File: config.mk
export PLATFORM = sky130hd
export DESIGN_NAME = round_timer
export DESIGN_NICKNAME = d
export VERILOG_FILES = /design/src/rtl/round_timer.sv
export SDC_FILE = /design/constraint.sdc
export NUM_CORES = 1
export LEC_CHECK = 0
export CORE_AREA = 2 2 90 92
export DETAILED_ROUTE_END_ITERATION = 10
export DIE_AREA = 0 0 92 94
export GPL_TIMING_DRIVEN = 0
export PLACE_DENSITY_LB_ADDON = 0.08
export SLEW_MARGIN = 30
export SYNTH_ARGS = -nofsm -noshare
export SYNTH_HDL_FRONTEND = slang
export SYNTH_SLANG_ARGS = --single-unit
File: constraint.sdc
create_clock -name clk -period 2.22 [get_ports clk]
set_clock_uncertainty 0.05 [all_clocks]
set_input_delay 0.444 -clock clk [delete_from_list [all_inputs] [get_ports clk]]
set_output_delay 0.444 -clock clk [all_outputs]
set_load 0.01 [all_outputs]
File: src/rtl/round_timer.sv
// Game round countdown timer: 1 Hz prescaler plus a seconds counter with start/pause/expiry control.
// Optional bonus-seconds input is enabled by defining BONUS_TIME_EN.
module round_timer #(
  parameter int unsigned CLK_HZ        = 100000000,
  parameter int unsigned ROUND_SECONDS = 30
`ifdef BONUS_TIME_EN
  , parameter int unsigned BONUS_SECONDS = 3
`endif
) (
  input  logic       clk,
  input  logic       rst_n,
  input  logic       start,
  input  logic       pause_toggle,
`ifdef BONUS_TIME_EN
  input  logic       add_time,
`endif
  output logic [5:0] time_remaining,
  output logic       running,
  output logic       expired,
  output logic       timed_out
);

  localparam int unsigned PW      = (CLK_HZ > 2) ? $clog2(CLK_HZ) : 1;
  localparam logic [PW-1:0] PRE_MAX = PW'(CLK_HZ - 1);
  localparam logic [5:0]  RELOAD  = 6'(ROUND_SECONDS);

  typedef enum logic [1:0] {
    S_IDLE,
    S_RUNNING,
    S_PAUSED,
    S_EXPIRED
  } state_e;

  state_e        state_q, state_d;
  logic [PW-1:0] pre_q, pre_d;
  logic [5:0]    time_q, time_d;
  logic          running_q, running_d;
  logic          expired_q, expired_d;
  logic          timed_out_q, timed_out_d;
  logic          tick;
  logic          dec;
  logic [5:0]    upd_time;
`ifdef BONUS_TIME_EN
  logic          add_req;
  logic [6:0]    sum7;
`endif

  // Seconds value after this cycle's tick and/or bonus, used in RUNNING and PAUSED.
  always_comb begin
    tick = (state_q == S_RUNNING) && (pre_q == PRE_MAX);
    dec  = tick && (time_q != 6'd0);
`ifdef BONUS_TIME_EN
    add_req  = add_time && !start && ((state_q == S_RUNNING) || (state_q == S_PAUSED));
    sum7     = 7'(time_q) + (add_req ? 7'(BONUS_SECONDS) : 7'd0) - (dec ? 7'd1 : 7'd0);
    upd_time = (sum7 > 7'd63) ? 6'd63 : sum7[5:0];
`else
    upd_time = dec ? (time_q - 6'd1) : time_q;
`endif
  end

  // Next-state and registered-output decode.
  always_comb begin
    state_d   = state_q;
    pre_d     = pre_q;
    time_d    = time_q;
    expired_d = 1'b0;
    if (start) begin
      state_d = S_RUNNING;
      pre_d   = '0;
      time_d  = RELOAD;
    end else begin
      case (state_q)
        S_RUNNING: begin
          pre_d  = tick ? '0 : (pre_q + PW'(1));
          time_d = upd_time;
          // Reaching zero ends the round even if a pause arrives on the same edge.
          if (tick && (upd_time == 6'd0)) begin
            state_d   = S_EXPIRED;
            expired_d = 1'b1;
          end else if (pause_toggle) begin
            state_d = S_PAUSED;
          end
        end
        S_PAUSED: begin
          time_d = upd_time;
          if (pause_toggle) begin
            state_d = S_RUNNING;
          end
        end
        default: begin
        end
      endcase
    end
    running_d   = (state_d == S_RUNNING);
    timed_out_d = (state_d == S_EXPIRED);
  end

  always_ff @(posedge clk or negedge rst_n) begin
    if (!rst_n) begin
      state_q     <= S_IDLE;
      pre_q       <= '0;
      time_q      <= RELOAD;
      running_q   <= 1'b0;
      expired_q   <= 1'b0;
      timed_out_q <= 1'b0;
    end else begin
      state_q     <= state_d;
      pre_q       <= pre_d;
      time_q      <= time_d;
      running_q   <= running_d;
      expired_q   <= expired_d;
      timed_out_q <= timed_out_d;
    end
  end

  assign time_remaining = time_q;
  assign running        = running_q;
  assign expired        = expired_q;
  assign timed_out      = timed_out_q;

endmodule
# Yosys cells after proc, flatten, opt, wreduce, memory -nomap -nowiden
# Index checks and enable logic that the tools add are counted.
# word_totals
inputBits	4
ff_bits	38
output_inout_bits	9
elab_cells	35
# classes
addsub	2
mux	14
n_eq_ne	5
reduce_logical	8
# op_table
op	n
$mux 27	3
$add 27x1->27 const B	1
$eq 27x27->1 const B	1
$mux 6	3
$mux 2	4
$logic_not 6->1	1
$reduce_bool 6->1	1
$sub 6x1->6 const B	1
$eq 2x1->1 const B	2
$eq 2x2->1 const B	2
$pmux 2 s2	1
$reduce_bool 2->1	2
$logic_and 1x1->1	3
$mux 1	3
$reduce_or 2->1	1

# Logic depth before layout (Yosys ltp)
# Gate-level depths: netlist of run 1.
# logic_depth
word_depth	10
depth_mapped	8

# Worst setup path after synthesis of run 1
# OpenSTA, ideal clock, no wires.
# synth_path
path_kind	register to register
start	register pre_q[9]
end	register time_q[3], in the netlist time_remaining[3]
setup_time_ns	0.088
path_stages_with_launch	7
setup_slack_ns	0.011
arrival_ns	2.071
synth_period_minus_slack_ns	2.209
t_required_ns	2.082
cell_sequence	dfrtp_1 > buf_6 > or4b_4 > nor4_4 > nand3_2 > o41a_1 > or3_1
# synth_via
elab_chain_cells	6
# synth_lines
item	line_no	rtl
start: declaration	35	logic [PW-1:0] pre_q, pre_d;
start signal: assignment	108	pre_q <= pre_d;
$eq 27x27->1	50	tick = (state_q == S_RUNNING) && (pre_q == PRE_MAX);
$logic_and 1x1->1	50	
$logic_and 1x1->1	51	dec = tick && (time_q != 6'd0);
$mux 6	57	upd_time = dec ? (time_q - 6'd1) : time_q;
$mux 6	72	case (state_q)
$mux 6	67	if (start) begin
end signal: assignment	109	time_q <= time_d;
end: declaration	36	logic [5:0] time_q, time_d;
# No other way between the ends. The select of a mux whose other input is x is not followed.
# A chain may end at the register's enable or synchronous reset.

# Worst setup path in the final report of run 1
# layout_path
start	register pre_q[11]
end	register time_q[3], in the netlist time_remaining[3]
# The elaborated chain is that of the path after synthesis.

==> qor.txt, run 1 <==
Final setup fails - 3
R2r startpoint - pre_q[11]$_DFFE_PN0P_
Row cnt - 32
Via count - 1780
Post-route cell area - 0.00282 mm^2
Starting Density - 29.6%
Crit. End Element - register
Failing checks - negative setup slack
Gpl congestion - 0.760
Critical path class - reg -> reg
Gate Count Post-Synth - 232
Design Power - 1.64 mW
Fmax achieved - 440 MHz
Ys async rst share - 100%
Critical path cell sequence - or4b_4 -> nor4_4 -> nand3_2 -> o41a_1 -> or3_1
Max Cap Violations - 0
Hold Buf Count CTS - 0
Top Metal Used - met4
Area grow syn2layout - 25.1%
Worst min path class - in -> async
Final Hold Violating Endpoints - 0
Final wirelength - 5.34 mm
Post-route DRC - 0
IO Pins - 13
CTS tree - built
EDFF count, synth - 0
Pint - 1.14 mW
PortBufs - 12
Sequential power share - 47.5%
Clock Sinks - 38
Switching part of the total - 30.5%
Critical path origin - pre_q[11]$_DFFE_PN0P_
Pins Over Slew Limit - 0
Outcome - finished, violations left
CTS root buffer - clkbuf_8
Ant diodes - 0
Drt first pass iters - 4
Min Clock Period, post-route - 2270 ps
Largest net degree at the start of global routing - 23
Cell variety after synth - 55
Crit path launch type - register
Vias in the first global route - 1673
Final ANT Viol Nets - 0
Post-synthesis cell area - 0.00225 mm^2
Hold Slack - 38.7 ps
Sequential element share of the synthesized area - 42.5%
Worst path required time - 2380 ps
Die height - 94 um
GRT Overall Usage - 13.2%
Layout cells sized above 1 - 23.3%
# nets final - 274
Routed length on met3 - 133 um
Insertion delay to the later sink of the worst-skew pair - 290 ps
RSZ-0062 raised after global routing - yes
Crit share post-route - 102%
Met2 wire length - 2.40 mm
Pre-CTS WS - -474 ps
Clock slew at reported path FFs - 80 ps
Horiz. Die Dim - 92 um
Core Area - 0.00761 mm^2
Max clock buf depth - 2
Comb pwr share - 24.0%
Worst-path maximum fanout - 4
Number of synthesized register bits - 38
Dpl cell area - 0.00252 mm^2
Net Count, Synth - 241
Smallest setup slack after layout - -54.0 ps
Avg Inst Size Synth - 9.70 um^2
WL met1 - 2.73 mm
Pleak - 1.12 nW
Critical path arrival - 2430 ps
Max_slew headroom - 56.3%
Via density - 4.84
HPWL Detailed - 3.69 mm
Ys flop type - dfrtp_1
Iter 0 DRT Violations - 88
Sw power - 500 uW
Grt total ovfl - 0
Final Util - 37.0%
Clk pwr share - 28.5%
Number of synthesis warnings - 0
Worst vdd ir - 0.000254 V
Wire per inst - 14.5 um
Cts bufs inserted - 5
Max H-tree Level - 2
Power density over the cells - 582 mW/mm^2
Initial antenna violation count - 0
First-pass GRT wire length - 8.85 mm
Tightest Pin Transition - 653 ps
Die area - 0.00865 mm^2
CP max stage delay - 550 ps
Critical-path top delay cell - or4b_4
[power groups by stage]
| stage | sequential (mW) | clock [mW] | combinational, mW |
|---|---|---|---|
| finish | 0.779 | 0.466 | 0.393 |
| global route | 0.784 | 0.518 | 0.448 |
| CTS | 0.778 | 0.488 | 0.392 |
| detailed placement | 0.795 | 0 | 0.371 |
| global placement | 0.797 | 0 | 0.364 |
| floorplan | 0.793 | 0 | 0.246 |
[cell families after synthesis]
group | after synthesis | synth area share [%]
AO/OA/AOI/OAI | 23 | 7.17
XOR/XNOR | 24 | 9.34
adder cells (fa/ha/maj) | 5 | 2.78
buffers and inverters | 12 | 2.39
flip-flops | 38 | 42.5
multiplexers | 4 | 1.89
AND/OR/NAND/NOR | 126 | 34.0
[synth_stat cells (2+ instances only)]
master / n / area (um^2)
xor2_1: 19 / 166
a21oi_1: 8 / 40.0
nor2b_1: 2 / 12.5
o211ai_1: 2 / 15.0
ha_1: 5 / 62.6
nor2_1: 40 / 150
nor4_4: 3 / 63.8
nor3_1: 7 / 35.0
xnor2_1: 5 / 43.8
o21ai_0: 2 / 10.0
nand4_1: 12 / 75.1
a2111oi_0: 2 / 17.5
nand3_1: 13 / 65.1
nand3b_1: 2 / 15.0
nor4_2: 2 / 25.0
nor3b_1: 3 / 22.5
nand2b_1: 6 / 37.5
dfstp_2: 4 / 105
dfrtp_1: 34 / 851
mux2i_1: 2 / 20.0
and4_1: 2 / 17.5
and3_1: 2 / 12.5
or4_4: 2 / 22.5
or3_1: 2 / 12.5
clkbuf_1: 4 / 15.0
and2_1: 3 / 18.8
inv_1: 5 / 18.8
nand2_1: 12 / 45.0
[final timing paths]
path / cells past startpoint / to / slack [ps]
worst max-delay path: 5 / time_remaining[3]$_DFFE_PN1P_ / -50
worst min-delay path: 1 / pre_q[9]$_DFFE_PN0P_ / 40
worst max register to register: 5 / time_remaining[3]$_DFFE_PN1P_ / -50
worst min register to register: 2 / pre_q[21]$_DFFE_PN0P_ / 520
max in group asynchronous: 2 / time_remaining[4]$_DFFE_PN1P_ / 1540
min in group clk: 2 / pre_q[21]$_DFFE_PN0P_ / 520
[stage by stage]
stage / TNS [ps] / instances
6_report: -124 / 368
5_1_grt: -521 / 368
4_1_cts: -152 / 364
3_5_place_dp: -11210 / 347
3_3_place_gp: -24400 / 346
2_1_floorplan: 0 / 232
[placed cells by master, fill, tap and decap left out, types with 6 or more instances in the layout]
| master | count |
|---|---|
| nor2_1 | 39 |
| dfrtp_1 | 30 |
| xor2_1 | 19 |
| buf_4 | 15 |
| nand2_1 | 12 |
| nand4_1 | 12 |
| nand3_1 | 12 |
| clkdlybuf4s50_1 | 11 |
| a21oi_1 | 8 |
| nor3_1 | 7 |
| nand2b_1 | 6 |
[repair_timing]
| item | in CTS | in global routing |
|---|---|---|
| gates cloned | 0 | 0 |
| setup buffers | 10 | 5 |
| pin swaps | 9 | 8 |
| resized for setup | 17 | 11 |
| endpoints found under the setup margin | 29 | 31 |
[flip-flops by register name, summed over array words and instances, names as in the netlist]
name / flops
pre_q: 27
state_q: 2
running: 1
timed_out: 1
time_remaining: 6
expired: 1
[worst max-delay path: cells and delay by family (launching register included)]
kind | cells | cell delay (ps)
simple gates | 4 | 1390
compound gates | 1 | 330
flops | 1 | 420
[area by class of cell]
| class | instances | area, um^2 |
|---|---|---|
| Fill cell | 808 | 4790 |
| Inverter | 5 | 22.5 |
| Buffer | 5 | 22.5 |
| Timing Repair Buffer | 28 | 255 |
| Multi-Input combinational cell | 182 | 1350 |
| Clock buffer | 8 | 80.1 |
| Tap cell | 102 | 128 |
| Sequential cell | 38 | 961 |
[routing by layer]
layer	vias up	track usage (%)
li1	899	-
met1	856	18.7
met2	19	20.0
met3	6	2.65
met4	0	4.48
met5	-	0
(Power assumes the default switching activity.)
==> run 2: changes to the inputs <==
- ABC_AREA: not set -> 1
- CORE_AREA: 2 2 90 92 -> 2 2 77 79
- DIE_AREA: 0 0 92 94 -> 0 0 79 81
==> qor.txt, run 2 <==
Outcome - finished clean
Post-route DRC - 0
Post-synth top cells - 61 x nand2_1, 48 x inv_1, 34 x dfrtp_1
Net Count, Synth - 306
Worst min path class - in -> async
Final Util - 48.8%
Power density over the cells - 664 mW/mm^2
EDFF count, synth - 0
Setup TNS - 0 ps
Clk pwr share - 33.8%
Gate Count Post-Synth - 297
Iter 0 DRT Violations - 59
Crit share post-route - 94.3%
Gpl congestion - 0.797
IO Pins - 13
Pins Over Slew Limit - 0
CTS tree - built
Post-Synth Simple-Gate Area - 32.1%
Min Clock Period, post-route - 2090 ps
Clock slew at reported path FFs - 80 ps
Row cnt - 28
Number of synthesis warnings - 0
PortBufs - 11
Hold Slack - 99.2 ps
HPWL Detailed - 3.63 mm
Combinational family with the most area after synthesis - simple AND/OR/NAND/NOR gates
Clock Sinks - 38
Post-synth top area share - 37.6%
Cts bufs inserted - 5
Register area - 956 um^2
Largest net degree at the start of global routing - 25
Insertion delay to the later sink of the worst-skew pair - 290 ps
GRT Overall Usage - 16.9%
Sequential element share of the synthesized area - 42.3%
# nets final - 340
Multiplexer share of the synthesized area - 0.442%
Max H-tree Level - 2
Critical path arrival - 2220 ps
Ant diodes - 0
Avg Inst Size Synth - 7.62 um^2
Ys flop type - dfrtp_1
Most frequent cells in the layout - 57 x nand2_1, 47 x inv_1, 34 x dfrtp_1, 30 x nor2_1, 17 x a21oi_1
Number of synthesized register bits - 38
Commonest non-fill, non-tap cell in the layout - nand2_1
Die height - 81 um
Final ANT Viol Nets - 0
Wire per inst - 12.1 um
Via density - 4.75
Leading area contributor after synthesis - dfrtp_1
Post-synthesis cell area - 0.00226 mm^2
Ys async rst share - 100%
Largest reg by FF count - pre_q
Fill count - 601
Synth Area in Compound Gates - 10.6%
Crit path launch type - register
Crit. End Element - register
Cell variety after synth - 34
Via count - 1934
Final wirelength - 4.94 mm
Max reg flops - 27
Sw power - 548 uW
Core Area - 0.00568 mm^2
Synth top area cells - dfrtp_1 38%, nand2_1 10%, inv_1 8.0%, nor2_1 5.5%, dfstp_2 4.6%
Max Cap Violations - 0
Layout cells sized above 1 - 20.8%
Final Hold Violating Endpoints - 0
Critical path class - reg -> reg
Count leader, synth - nand2_1
Final std cells w/o fill - 407
Starting Density - 39.9%
Placed Cells incl. Taps - 384
Sequential power share - 42.1%
Die area - 0.00640 mm^2
Worst path required time - 2350 ps
Pleak - 1.26 nW
R2r worst-path depth - 14
Worst vdd ir - 0.000389 V
Grt total ovfl - 0
Hold Buf Count CTS - 0
First-pass GRT wire length - 8.42 mm
Max clock buf depth - 2
Area grow syn2layout - 22.5%
Worst-path maximum fanout - 4
Horiz. Die Dim - 79 um
Pint - 1.29 mW
Post-synthesis adder-cell area fraction - 2.77%
Max_slew headroom - 59.9%
Comb pwr share - 24.2%
CTS root buffer - clkbuf_8
Vias in the first global route - 1849
Initial antenna violation count - 0
Xor/xnor share of the synthesized area - 2.71%
Drt first pass iters - 6
Switching part of the total - 29.8%
Tightest Pin Transition - 602 ps
Area of the multi-input gates - 0.00115 mm^2
Fmax achieved - 478 MHz
Final setup fails - 0
-- run 2: critical path, stage by stage (launching register included) --
cell	delay, ps
dfrtp_1	360
ha_2	190
nand2_2	80
nor2_4	180
nand2_4	90
nor2_4	120
inv_2	60
nor2_4	150
nand2_4	80
nor2_4	160
nand2_4	80
nor3_4	140
nand2_2	70
o21ai_1	120
a21oi_1	50
-- run 2: worst paths after layout --
| path | start | end | slack [ps] |
|---|---|---|---|
| max in group asynchronous | rst_n | time_remaining[1]$_DFFE_PN1P_ | 1440 |
| setup / recovery | pre_q[1]$_DFFE_PN0P_ | pre_q[26]$_DFFE_PN0P_ | 130 |
| hold reg to reg | pre_q[14]$_DFFE_PN0P_ | pre_q[14]$_DFFE_PN0P_ | 470 |
| hold / removal | rst_n | pre_q[11]$_DFFE_PN0P_ | 100 |
| min in group clk | start | expired$_DFF_PN0_ | 380 |
| setup reg to reg | pre_q[1]$_DFFE_PN0P_ | pre_q[26]$_DFFE_PN0P_ | 130 |
-- run 2: power groups by stage --
| stage | logic (mW) | registers, mW | clock network (mW) |
|---|---|---|---|
| detailed placement | 0.373 | 0.787 | 0 |
| CTS | 0.391 | 0.770 | 0.650 |
| floorplan | 0.238 | 0.791 | 0 |
| global route | 0.513 | 0.776 | 0.681 |
| global placement | 0.366 | 0.788 | 0 |
| finish | 0.445 | 0.773 | 0.621 |
-- run 2: layout make-up --
type | instances | share of cell area (%)
Timing Repair Buffer | 27 | 8.85
Buffer | 3 | 0.542
Sequential cell | 38 | 34.5
Inverter | 52 | 7.04
Tap cell | 75 | 3.39
Clock buffer | 7 | 3.12
Multi-Input combinational cell | 204 | 41.5
Clock inverter | 1 | 1.08
-- run 2: timing repair --
item,in CTS,in global routing
endpoints found under the setup margin,12,28
setup buffers,1,14
gates resized for setup,2,17
pin swaps,0,13
-- run 2: logic make-up (layout without fill, tap and decap cells) --
kind of cell	after synthesis	in the layout
AND/OR/NAND/NOR	148	148
buffers and inverters	55	90
AO/OA/AOI/OAI	43	43
flip-flops	38	38
XOR/XNOR	7	7
adder cells (fa/ha/maj)	5	5
multiplexers	1	1
-- run 2: routing by layer --
layer	part of all wire [%]	vias up	global-route usage [%]
li1	-	1013	-
met3	2.2	5	3.67
met4	1.2	0	5.17
met1	47	893	20.5
met2	50	23	30.2
met5	0	-	0
-- run 2: metrics by stage --
| stage | total power, mW | area (um^2) | setup slack (ps) |
|---|---|---|---|
| final | 1.84 | 2770 | 126 |
| after global routing | 1.97 | 2770 | -19.9 |
| after CTS | 1.81 | 2620 | 4.37 |
| after detailed placement | 1.16 | 2490 | -36.7 |
| after global placement | 1.15 | 2470 | -378 |
| after floorplan | 1.03 | 2260 | 311 |
==> run 3: changes to the inputs <==
- GPL_TIMING_DRIVEN: 0 -> not set
- SLEW_MARGIN: 30 -> not set
==> qor.txt, run 3 (synthesis results as in run 2) <==
Largest net degree at the start of global routing - 20
Initial antenna violation count - 0
Worst min path class - in -> async
Min Clock Period, post-route - 2100 ps
Setup TNS - 0 ps
Layout cells sized above 1 - 23.2%
Hold Buf Count CTS - 0
Most frequent cells in the layout - 53 x nand2_1, 48 x inv_1, 34 x dfrtp_1, 29 x nor2_1, 22 x buf_4
CP max stage delay - 380 ps
Max clock buf depth - 2
Drt first pass iters - 4
Clock slew at reported path FFs - 80 ps
CTS root buffer - clkbuf_8
Critical path cell sequence - ha_2 -> nand2_2 -> nor2_4 -> nand2_2 -> nor2_4 -> nand3_4 -> nand2_2 -> nand3_2 -> nor2_2 -> nand3_2 -> nand2_2 -> nand2_2 -> nand2_2 -> inv_2 -> nor2_1
Insertion delay to the later sink of the worst-skew pair - 300 ps
First-pass GRT wire length - 8.65 mm
Worst path required time - 2410 ps
Crit share post-route - 94.7%
Crit path launch type - register
Critical-path top delay cell - dfrtp_1
Pins Over Slew Limit - 0
Worst-path maximum fanout - 6
RSZ-0062 raised after global routing - yes
Gpl congestion - 0.833
# nets final - 344
Max reg flops - 27
Max H-tree Level - 2
Hold Slack - 33.6 ps
Fmax achieved - 476 MHz
IO Pins - 13
Area grow syn2layout - 24.0%
Pleak - 1.25 nW
Crit-path leading delay family - simple AND/OR/NAND/NOR gates
GRT Overall Usage - 17.6%
Post-route DRC - 0
Row cnt - 28
Cts bufs inserted - 5
Largest reg by FF count - pre_q
Cell mode on critical path - nand2_2
Max_slew headroom - 70.1%
Grt total ovfl - 0
Final ANT Viol Nets - 0
Placed Cells incl. Taps - 396
Critical path arrival - 2290 ps
Worst vdd ir - 0.000454 V
Critical path class - reg -> reg
Final wirelength - 5.08 mm
Tightest Pin Transition - 449 ps
Commonest non-fill, non-tap cell in the layout - nand2_1
Via density - 4.79
PortBufs - 12
Die area - 0.00640 mm^2
Crit. End Element - register
Final std cells w/o fill - 411
CTS tree - built
Outcome - finished clean
Die height - 81 um
Iter 0 DRT Violations - 65
Vias in the first global route - 1920
Max Cap Violations - 0
Horiz. Die Dim - 79 um
Via count - 1967
Ant diodes - 0
Power density over the cells - 698 mW/mm^2
Buf/Inv on CP - 1
Fill count - 569
Starting Density - 39.9%
Final setup fails - 0
HPWL Detailed - 3.87 mm
Clock Sinks - 38
Core Area - 0.00568 mm^2
Final Hold Violating Endpoints - 0
Wire per inst - 12.4 um
-- run 3: cell types whose count changed in the layout (fill, tap and decap cells not counted), moves of 2 or more --
cell	delta
nand2_1	-4
clkbuf_2	-2
buf_4	+7
nand2_4	-2
nand2_2	+6
nor2_2	+2
-- run 3: worst reg2reg max path: stages, from the launching register on --
cell and delay [ps]:
dfrtp_1 380, ha_2 200, nand2_2 80, nor2_4 160, nand2_2 100, nor2_4 190
nand3_4 130, nand2_2 110, nand3_2 60, nor2_2 130, nand3_2 110, nand2_2 90
nand2_2 50, nand2_2 90, inv_2 30, nor2_1 80
-- run 3: final timing paths --
check | slack, ps | end | depth (start not counted) | startpoint
hold / removal | 30 | pre_q[3]$_DFFE_PN0P_ | 1 | rst_n
max in group asynchronous | 1480 | time_remaining[2]$_DFFE_PN1P_ | 2 | rst_n
setup reg to reg | 120 | timed_out$_DFF_PN0_ | 15 | pre_q[0]$_DFFE_PN0P_
min in group clk | 470 | pre_q[14]$_DFFE_PN0P_ | 1 | pre_q[14]$_DFFE_PN0P_
hold reg to reg | 470 | pre_q[14]$_DFFE_PN0P_ | 1 | pre_q[14]$_DFFE_PN0P_
setup / recovery | 120 | timed_out$_DFF_PN0_ | 15 | pre_q[0]$_DFFE_PN0P_
-- run 3: final cells by class --
type / count / area, um^2 / area share, %
tap: 75 / 93.8 / 3.35
clock buffer: 5 / 68.8 / 2.45
multi-input combinational: 204 / 1140 / 40.7
timing repair buffer: 34 / 280 / 9.99
inverter: 52 / 195 / 6.96
sequential: 38 / 956 / 34.1
clock inverter: 3 / 68.8 / 2.45
-- run 3: through the flow --
step | util [%] | power, mW | worst slack, ps | cell area (um^2)
global route | 49.4 | 2.09 | -47.3 | 2810
finish | 49.4 | 1.96 | 117 | 2810
detailed placement | 45.3 | 1.22 | -66.1 | 2570
floorplan | - | 1.03 | 311 | 2260
global placement | 45.3 | 1.22 | -38.2 | 2570
CTS | 47.7 | 1.93 | 96.6 | 2710
-- run 3: per-layer routing --
| metal | up-vias | share of wire, % | track usage [%] |
|---|---|---|---|
| li1 | 1027 | - | - |
| met1 | 913 | 48 | 21.8 |
| met2 | 23 | 49 | 30.0 |
| met3 | 4 | 2.3 | 3.67 |
| met4 | 0 | 1.6 | 7.07 |
| met5 | - | 0 | 0 |
-- run 3: power breakdown --
group	internal, mW	switching [mW]	leakage, nW	total, mW
registers	0.743	0.0282	0.508	0.771
clock network	0.450	0.253	0.0683	0.703
logic	0.210	0.273	0.676	0.483
total	1.40	0.554	1.25	1.96
-- run 3: repair_timing --
action,in CTS,in global routing
resized for setup,0,16
setup endpoints to repair,0,8
setup buffers,0,7
